===== config.mk =====
export PLATFORM = sky130hd
export DESIGN_NAME = phasecomp_axis
export DESIGN_NICKNAME = d
export VERILOG_FILES = /design/src/rtl/phasecomp_axis_pkg.sv /design/src/rtl/phasecomp_axis_sdp_ram.sv /design/src/rtl/phasecomp_axis.sv
export SDC_FILE = /design/constraint.sdc
export NUM_CORES = 2
export LEC_CHECK = 0
export CORE_MARGIN = 1
export CORE_UTILIZATION = 62
export CTS_BUF_LIST = sky130_fd_sc_hd__clkbuf_8
export DETAILED_ROUTE_END_ITERATION = 16
export GPL_ROUTABILITY_DRIVEN = 0
export PLACE_DENSITY_LB_ADDON = 0.15
export SLEW_MARGIN = 10
export SYNTH_ARGS = -nofsm -noshare
export SYNTH_HDL_FRONTEND = slang
export SYNTH_SLANG_ARGS = --single-unit

===== constraint.sdc =====
create_clock -name clk -period 6.2 [get_ports clk]
set_input_delay 1.24 -clock clk [delete_from_list [all_inputs] [get_ports clk]]
set_output_delay 1.24 -clock clk [all_outputs]
set_load 0.01 [all_outputs]

===== src/rtl/phasecomp_axis_pkg.sv =====
// ============================================================================
// Module   : phasecomp_axis_pkg
// Purpose  : Shared types and helpers for the AXI-Stream phase compensator.
// Revision : 1.0  initial release
// ============================================================================
`default_nettype none

package phasecomp_axis_pkg;

  localparam int FFT_LEN_DEF = 64;
  localparam int DEC_FAC_DEF = 48;
  localparam int WIDTH_DEF   = 16;

  typedef logic bank_t;

  function automatic int gcd(input int a, input int b);
    int x;
    int y;
    int t;
    x = a;
    y = b;
    while (y != 0) begin
      t = x % y;
      x = y;
      y = t;
    end
    return x;
  endfunction

  // Number of distinct rotation offsets before the sequence repeats.
  function automatic int num_states(input int m, input int d);
    return m / gcd(m, d);
  endfunction

endpackage

`default_nettype wire


===== src/rtl/phasecomp_axis_sdp_ram.sv =====
// ============================================================================
// Module   : phasecomp_axis_sdp_ram
// Purpose  : Simple dual-port RAM, one write port, registered read with enable.
// Revision : 1.0  initial release
// ============================================================================
`default_nettype none

module phasecomp_axis_sdp_ram #(
  parameter int DEPTH = 128,
  parameter int WIDTH = 16
) (
  input  logic                     clk,
  input  logic                     rst,
  input  logic                     we_i,
  input  logic [$clog2(DEPTH)-1:0] waddr_i,
  input  logic [WIDTH-1:0]         wdata_i,
  input  logic                     re_i,
  input  logic [$clog2(DEPTH)-1:0] raddr_i,
  output logic [WIDTH-1:0]         rdata_o
);

  logic [WIDTH-1:0] mem_q [DEPTH];
  logic [WIDTH-1:0] rdata_q;

  always_ff @(posedge clk) begin
    if (we_i) begin
      mem_q[waddr_i] <= wdata_i;
    end
  end

  // Only the read register is reset; array contents survive reset.
  always_ff @(posedge clk) begin
    if (rst) begin
      rdata_q <= '0;
    end else if (re_i) begin
      rdata_q <= mem_q[raddr_i];
    end
  end

  assign rdata_o = rdata_q;

endmodule

`default_nettype wire


===== src/rtl/phasecomp_axis.sv =====
// ============================================================================
// Module   : phasecomp_axis
// Purpose  : Ping-pong frame buffer emitting each frame circularly rotated.
// Revision : 1.0  initial release
// ============================================================================
`default_nettype none

module phasecomp_axis
  import phasecomp_axis_pkg::*;
#(
  parameter int FFT_LEN = FFT_LEN_DEF,
  parameter int DEC_FAC = DEC_FAC_DEF,
  parameter int WIDTH   = WIDTH_DEF
) (
  input  logic                       clk,
  input  logic                       rst,
  input  logic [WIDTH-1:0]           s_axis_tdata,
  input  logic                       s_axis_tvalid,
  output logic                       s_axis_tready,
  input  logic                       s_axis_tlast,
  output logic [WIDTH-1:0]           m_axis_tdata,
  output logic                       m_axis_tvalid,
  input  logic                       m_axis_tready,
  output logic                       m_axis_tlast,
  input  logic                       rot_en,
  output logic [$clog2(FFT_LEN)-1:0] shift_out,
  output logic                       frame_err
);

  localparam int AW = $clog2(FFT_LEN);

  typedef logic [WIDTH-1:0] sample_t;
  typedef logic [AW-1:0]    idx_t;
  typedef logic [AW:0]      wide_t;

  localparam idx_t  LAST_IDX = idx_t'(FFT_LEN - 1);
  localparam wide_t M_W      = wide_t'(FFT_LEN);
  localparam wide_t DEC_W    = wide_t'(DEC_FAC);

  logic [1:0] full_q, full_d;
  bank_t      wr_bank_q, wr_bank_d, rd_bank_q, rd_bank_d;
  idx_t       wr_cnt_q, wr_cnt_d, rd_cnt_q, rd_cnt_d;
  idx_t       shift_q, shift_d;
  logic       rot_q, rot_d;
  logic       tvalid_q, tvalid_d, tlast_q, tlast_d;
  logic       err_q, err_d;

  logic    w_wr_fire, w_rd_en, w_rot_eff, w_wr_last, w_rd_last;
  idx_t    w_eff_shift, w_rd_idx, w_shift_nxt;
  wide_t   w_shift_sum;
  sample_t w_rd_data;

  assign w_wr_fire   = s_axis_tvalid & ~full_q[wr_bank_q];
  assign w_rd_en     = full_q[rd_bank_q] & (~tvalid_q | m_axis_tready);
  assign w_wr_last   = (wr_cnt_q == LAST_IDX);
  assign w_rd_last   = (rd_cnt_q == LAST_IDX);
  // rot_en is sampled live on the first read of a frame, then held.
  assign w_rot_eff   = (rd_cnt_q == '0) ? rot_en : rot_q;
  assign w_eff_shift = w_rot_eff ? shift_q : '0;
  assign w_rd_idx    = rd_cnt_q + w_eff_shift;
  assign w_shift_sum = {1'b0, shift_q} + DEC_W;
  assign w_shift_nxt = (w_shift_sum >= M_W) ? idx_t'(w_shift_sum - M_W) : idx_t'(w_shift_sum);

  always_comb begin
    full_d    = full_q;
    wr_bank_d = wr_bank_q;
    rd_bank_d = rd_bank_q;
    wr_cnt_d  = wr_cnt_q;
    rd_cnt_d  = rd_cnt_q;
    shift_d   = shift_q;
    rot_d     = rot_q;
    tvalid_d  = tvalid_q;
    tlast_d   = tlast_q;
    err_d     = err_q;

    if (w_wr_fire) begin
      if (s_axis_tlast != w_wr_last) begin
        err_d = 1'b1;
      end
      if (w_wr_last) begin
        full_d[wr_bank_q] = 1'b1;
        wr_bank_d         = ~wr_bank_q;
        wr_cnt_d          = '0;
      end else begin
        wr_cnt_d = wr_cnt_q + 1'b1;
      end
    end

    if (w_rd_en) begin
      tvalid_d = 1'b1;
      tlast_d  = w_rd_last;
      rot_d    = w_rot_eff;
      if (w_rd_last) begin
        full_d[rd_bank_q] = 1'b0;
        rd_bank_d         = ~rd_bank_q;
        shift_d           = w_shift_nxt;
        rd_cnt_d          = '0;
      end else begin
        rd_cnt_d = rd_cnt_q + 1'b1;
      end
    end else if (m_axis_tready) begin
      tvalid_d = 1'b0;
    end
  end

  always_ff @(posedge clk) begin
    if (rst) begin
      full_q    <= '0;
      wr_bank_q <= 1'b0;
      rd_bank_q <= 1'b0;
      wr_cnt_q  <= '0;
      rd_cnt_q  <= '0;
      shift_q   <= '0;
      rot_q     <= 1'b0;
      tvalid_q  <= 1'b0;
      tlast_q   <= 1'b0;
      err_q     <= 1'b0;
    end else begin
      full_q    <= full_d;
      wr_bank_q <= wr_bank_d;
      rd_bank_q <= rd_bank_d;
      wr_cnt_q  <= wr_cnt_d;
      rd_cnt_q  <= rd_cnt_d;
      shift_q   <= shift_d;
      rot_q     <= rot_d;
      tvalid_q  <= tvalid_d;
      tlast_q   <= tlast_d;
      err_q     <= err_d;
    end
  end

  phasecomp_axis_sdp_ram #(
    .DEPTH (2 * FFT_LEN),
    .WIDTH (WIDTH)
  ) u_ram (
    .clk     (clk),
    .rst     (rst),
    .we_i    (w_wr_fire & ~rst),
    .waddr_i ({wr_bank_q, wr_cnt_q}),
    .wdata_i (s_axis_tdata),
    .re_i    (w_rd_en & ~rst),
    .raddr_i ({rd_bank_q, w_rd_idx}),
    .rdata_o (w_rd_data)
  );

  assign s_axis_tready = ~full_q[wr_bank_q];
  assign m_axis_tdata  = w_rd_data;
  assign m_axis_tvalid = tvalid_q;
  assign m_axis_tlast  = tlast_q;
  assign shift_out     = shift_q;
  assign frame_err     = err_q;

endmodule

`default_nettype wire


### After elaboration in Yosys (flattened, before gate mapping)

Memories as Yosys holds them, arrays and structs flattened. A register that Yosys moved wholly into a read port is not among the register bits.
Cells that the tools add are included.

* memories kept: 1
* input port bits: 22
* ROM bits: 0
* register bits: 26
* bits in latches: 0
* bits in writable memories: 2048

Memory list
* u_ram.mem_q: words 128, bits a word 16, rd ports 1, clocked after Yosys merged registers in 1, write ports 1, line phasecomp_axis_sdp_ram.sv:22 `logic [WIDTH-1:0] mem_q [DEPTH];`

* $lt $le $gt $ge: 5
* shift-type cells: 0
* $add $sub $neg: 5
* multipliers: 0
* muxes and demuxes: 21
* bitwise operators: 13
* div/mod/pow operators: 0
* equality and inequality tests: 3
* reductions and logical operators: 7

Operator list (count)
* 6-bit two-way mux: 4
* 6-bit by 1-bit adder with 6-bit output, second input constant: 2
* 6-bit == test, second input constant: 2
* 1-bit two-way mux: 11
* 2-bit two-way mux: 4
* 6-bit by 6-bit adder with 7-bit output, second input constant: 1
* 7-bit >= comparator, second input constant: 1
* 6-bit adder: 1
* 6-bit zero test: 1
* 2-bit AND reduction: 3
* 6-bit by 1-bit subtractor with 6-bit output, second input constant: 1
* 1-bit inverter: 5
* 1-bit AND: 4
* 1-bit by 2-bit less-than comparator with 1-bit output, second input constant: 2
* 2-bit AND: 1
* 1-bit demux with 1-bit select: 2
* 1-bit >= comparator, second input constant: 2
* 1-bit logical AND: 2
* 2-bit inverter: 1
* 2-bit bitwise OR: 1
* 2-bit nonzero test: 1
* 1-bit inequality test: 1
* 1-bit bitwise OR: 1

### Depth between registers and ports, before layout

* depth in word-level cells: 10
* gate-level depth with buffers: 19
* gate-level depth less buffers: 13

### Modules after synthesis

Synthesis repeated with hierarchy kept, for this count alone.

* cells, all modules: 3699
* area total of the unflattened synthesis: 80699.9 sq um

Modules (own cells, without submodules)
* phasecomp_axis_sdp_ram: times used 1, cells an instance 3575, seq. area each 61819.3 sq um, area an instance 79578.8 sq um
* phasecomp_axis: times used 1, cells an instance 124, seq. area each 440.4 sq um, area an instance 1121.1 sq um

### Least setup slack after synthesis

Ideal clock, no wire load.

* path kind: input to register
* start: in s_axis_tvalid
* end: mem u_ram.mem_q[107][0], enable pin
* required time: 5.811 ns
* path buffers: 2
* slack: 2.759 ns
* library setup time: 0.389 ns
* stages: 6
* arrival: 3.052 ns
* path through: and2_1 -> buf_2 -> nor3b_1 -> nand3_1 -> clkbuf_1 -> nor2_1

* longest elaborated chain between the ends: 4

Ends and longest elaborated chain
* from (decl): line phasecomp_axis.sv:18 `input logic s_axis_tvalid,`
* 1-bit AND: line phasecomp_axis.sv:53 `assign w_wr_fire = s_axis_tvalid & ~full_q[wr_bank_q];`
* 1-bit AND: line phasecomp_axis.sv:138 `.we_i (w_wr_fire & ~rst),`
* 1-bit two-way mux: line phasecomp_axis_sdp_ram.sv:26 `if (we_i) begin`
* 1-bit two-way mux (not written as such): line phasecomp_axis_sdp_ram.sv:27 `mem_q[waddr_i] <= wdata_i;`
* to (decl): line phasecomp_axis_sdp_ram.sv:22

No other way between the ends.

### Worst setup path after layout

* start: reg rd_cnt_q[1]
* end: reg u_ram.rdata_q[10], in the netlist u_ram.rdata_o[10] (read register of u_ram.mem_q)

* longest elaborated chain between the ends: 4

Ends and longest elaborated chain
* from (decl): line phasecomp_axis.sv:42 `idx_t wr_cnt_q, wr_cnt_d, rd_cnt_q, rd_cnt_d;`
* from (signal assigned): line phasecomp_axis.sv:123 `rd_cnt_q <= rd_cnt_d;`
* 6-bit zero test: line phasecomp_axis.sv:58 `assign w_rot_eff = (rd_cnt_q == '0) ? rot_en : rot_q;`
* 1-bit two-way mux: line phasecomp_axis.sv:58
* 6-bit two-way mux: line phasecomp_axis.sv:59 `assign w_eff_shift = w_rot_eff ? shift_q : '0;`
* 6-bit adder (*): line phasecomp_axis.sv:60 `assign w_rd_idx = rd_cnt_q + w_eff_shift;`
* to (decl): line phasecomp_axis_sdp_ram.sv:23 `logic [WIDTH-1:0] rdata_q;`

Every way passes the cells marked *; elsewhere a longest branch is shown, timed or not.
A chain may end at the register's enable or synchronous reset.

==> results.json <==
{
  "cts_sinks": 2086,
  "synth.area.top_cells": "edfxtp_1, mux4_2, mux2i_1",
  "multiInputGateArea_sq_um": 16600,
  "rows": 131,
  "finalMaxSlewViolations": 0,
  "grt_max_degree": 129,
  "finalCritPeriodShare_pct": 84.2,
  "relSlewSlack_pct": 18.0,
  "status": "completed",
  "fin_setup_tns_ns": 0,
  "ys_types": 68,
  "die-area_sq_um": 131000,
  "core_sq_um": 128000,
  "timing.critical_path.mode_cell": "a21oi_1",
  "max_stage_delay_ns": 0.99,
  "vias_per_cell": 6.99,
  "path_buf_inv": 2,
  "p_per_area_nw_per_um2": 295,
  "remaining_drc_errors": 0,
  "fin_skew_ns": 0.0799,
  "period_minus_slack_ns": 5.22,
  "post-cts-setup-buffers": 0,
  "wl_per_cell_um": 36.1,
  "synth_top_family_by_area": "multiplexers",
  "fmax_mhz": 192,
  "max_cap_viol_count": 0,
  "worstPathMaxFanout": 34,
  "yosys.area.top_type": "edfxtp_1",
  "async_flop_share_pct": 0,
  "drt_iter0_markers": 6845,
  "dp_hpwl_mm": 131,
  "synth_fa_ha_area_share_pct": 0.0625,
  "synth.ff_latch_count": 2086,
  "cts_repair_resize_count": 0,
  "syn_area_sq_um": 80100,
  "ir_worst_vdd_v": 0.000248,
  "initial_core_util_pct": 62.6,
  "path_delay_family": "adder cells",
  "area_growth_pct": 10.7,
  "die_w_um": 361,
  "hp-class": "reg2reg",
  "grt_pass1_vias": 41500,
  "setup_violations": 0,
  "synth-simple-area-share_pct": 2.19,
  "grt_pass1_wl_mm": 303,
  "hold_buffers": 0,
  "ys_warn_count": 0,
  "cp_data_required_time_ns": 7.15,
  "die_h_um": 361,
  "cts_buffers": 333,
  "tightest_slew_ns": 1.23,
  "dp_cells": 5409,
  "htreeDepth": 5,
  "detail-route-antenna-nets": 0,
  "synth_area_per_cell_sq_um": 21.6,
  "cts_tree": "built",
  "layout.cells.non_filler": 5968,
  "ys_seq_area_share_pct": 77.7,
  "synthFlopType": "edfxtp_1",
  "worstSetupPathType": "reg2reg",
  "firstDrtPassIters": 12,
  "drive_gt1_share_pct": 25.4,
  "grt_usage_pct": 33.5,
  "p_leak_nw": 27.5,
  "clock_path_buffers": 4,
  "syn-instance-count": 3702,
  "regArea_sq_um": 62300,
  "routed_wl_mm": 215,
  "worstSkewPairLatency_ns": 1.03,
  "yosys-top-cells-count": "edfxtp_1, mux4_2, nor2_1, mux2i_1, nand2_1",
  "cp-start-kind": "flop",
  "synth_edf_count": 2048,
  "netlist.area_leader.share_pct": 76.8,
  "hold_viol": 0,
  "synth_xor_area_share_pct": 0.164,
  "yosysMostFrequentCell": "edfxtp_1",
  "end_kind": "flop",
  "clk_pin_slew_worst_paths_ns": 0.06,
  "rsz0062_at_grt": "false",
  "numPortBuffers": 43,
  "cts_root_buffer": "clkbuf_8",
  "num_vias": 41700,
  "synthMuxAreaShare_pct": 14.9,
  "ios": 48,
  "grt.overflow.total": 0,
  "synth-compound-area-share_pct": 3.32,
  "path_cells": "inv_1 > ha_1 > and2_1 > mux2i_1 > nor2b_1 > ha_2 > buf_4 > nand2b_1 > a21oi_1 > a21oi_1 > o221ai_1 > a2bb2oi_1",
  "fill_cells": 7699,
  "grt_antenna_before_repair": 5,
  "cp.arrival_ns": 6.17,
  "cp_slowest_cell": "ha_2",
  "finalCoreUtilization_pct": 69.3,
  "final_nets": 4108
}
==> sequential cells by signal (all words and copies together), names as in the netlist <==
register       flops
frame_err          1
full_q             2
m_axis_tlast       1
m_axis_tvalid      1
rd_bank_q          1
rd_cnt_q           6
rot_q              1
shift_out          2
u_ram.mem_q     2048
u_ram.rdata_o     16
wr_bank_q          1
wr_cnt_q           6
==> placed cells by master (no fill, tap or decap), types with 13 or more instances in the layout <==
master,Yosys,routed
edfxtp_1,2048,2048
mux4_2,459,459
clkbuf_8,0,343
buf_4,33,206
nor2_1,193,193
mux2i_1,127,127
inv_1,5,119
nand2_1,103,103
a22oi_1,86,86
a21oi_1,64,63
clkinv_1,0,57
o22ai_1,41,41
clkinv_2,0,34
dfxtp_1,38,33
o221ai_1,32,32
a211oi_1,32,32
o21ai_0,27,27
nor3_1,26,26
clkdlybuf4s50_1,0,26
nand3_1,26,25
a221oi_1,19,19
mux2_2,13,13
==> layer usage <==
metal	GRT usage (%)	vias to the layer above	part of all wire (%)
li1	-	16400	-
met1	46.0	21600	36
met2	47.9	3089	44
met3	13.0	595	14
met4	15.8	8	5.1
met5	0.814	-	0.16
==> report_power, final <==
part / internal, mW / switching, mW
Combinational: 0.0357 / 0.304
Sequential: 15.5 / 0.00628
Clock: 5.21 / 5.07
Total: 20.7 / 5.38
==> tightest hold or removal path, cell delays in order (launching register included) <==
cell	delay, ns
dfxtp_1	0.34
a21oi_1	0.05
nor2_1	0.08
==> through the flow <==
stage / hold WS (ns) / total power [mW] / instance area (sq um) / setup WS, ns
final: 0.505 / 26.1 / 88700 / 0.979
after global placement: 0.482 / 16.1 / 83000 / 0.852
after global routing: 0.478 / 26.8 / 88700 / 1.12
after detailed placement: 0.485 / 16.1 / 83000 / 0.882
after floorplan: 0.485 / 15.8 / 80100 / 2.76
after CTS: 0.439 / 26.2 / 88700 / 1.28
==> path summary, 6_finish.rpt <==
check / startpoint / end / slack, ns / cells past startpoint
worst min register to register: frame_err$_SDFFE_PP0P_ / frame_err$_SDFFE_PP0P_ / 0.51 / 2
worst min-delay path: frame_err$_SDFFE_PP0P_ / frame_err$_SDFFE_PP0P_ / 0.51 / 2
worst max-delay path: rd_cnt_q[1]$_SDFFE_PP0P_ / u_ram.rdata_o[10]$_SDFFE_PP0P_ / 0.98 / 12
worst max register to register: rd_cnt_q[1]$_SDFFE_PP0P_ / u_ram.rdata_o[10]$_SDFFE_PP0P_ / 0.98 / 12
==> logic make-up (layout without fill, tap and decap cells) <==
kind of cell	count (synthesis)	count (layout)
buffers and inverters	210	807
AND/OR/NAND/NOR	407	407
flip-flops	2086	2086
multiplexers	606	606
XOR/XNOR	15	15
other	1	8
AO/OA/AOI/OAI	373	373
adder cells (fa/ha/maj)	4	4
==> final cells by class <==
cell class              count  share of cell area (%)
diodes                      4                  0.0113
clock buffers             343                    5.32
clock inverters           212                    1.05
inverters                   7                  0.0325
multi-input cells        1409                    18.7
flip-flops and latches   2086                    70.2
well taps                1662                    2.35
repair buffers            245                    2.30
Power figures use the tool's default switching activity.
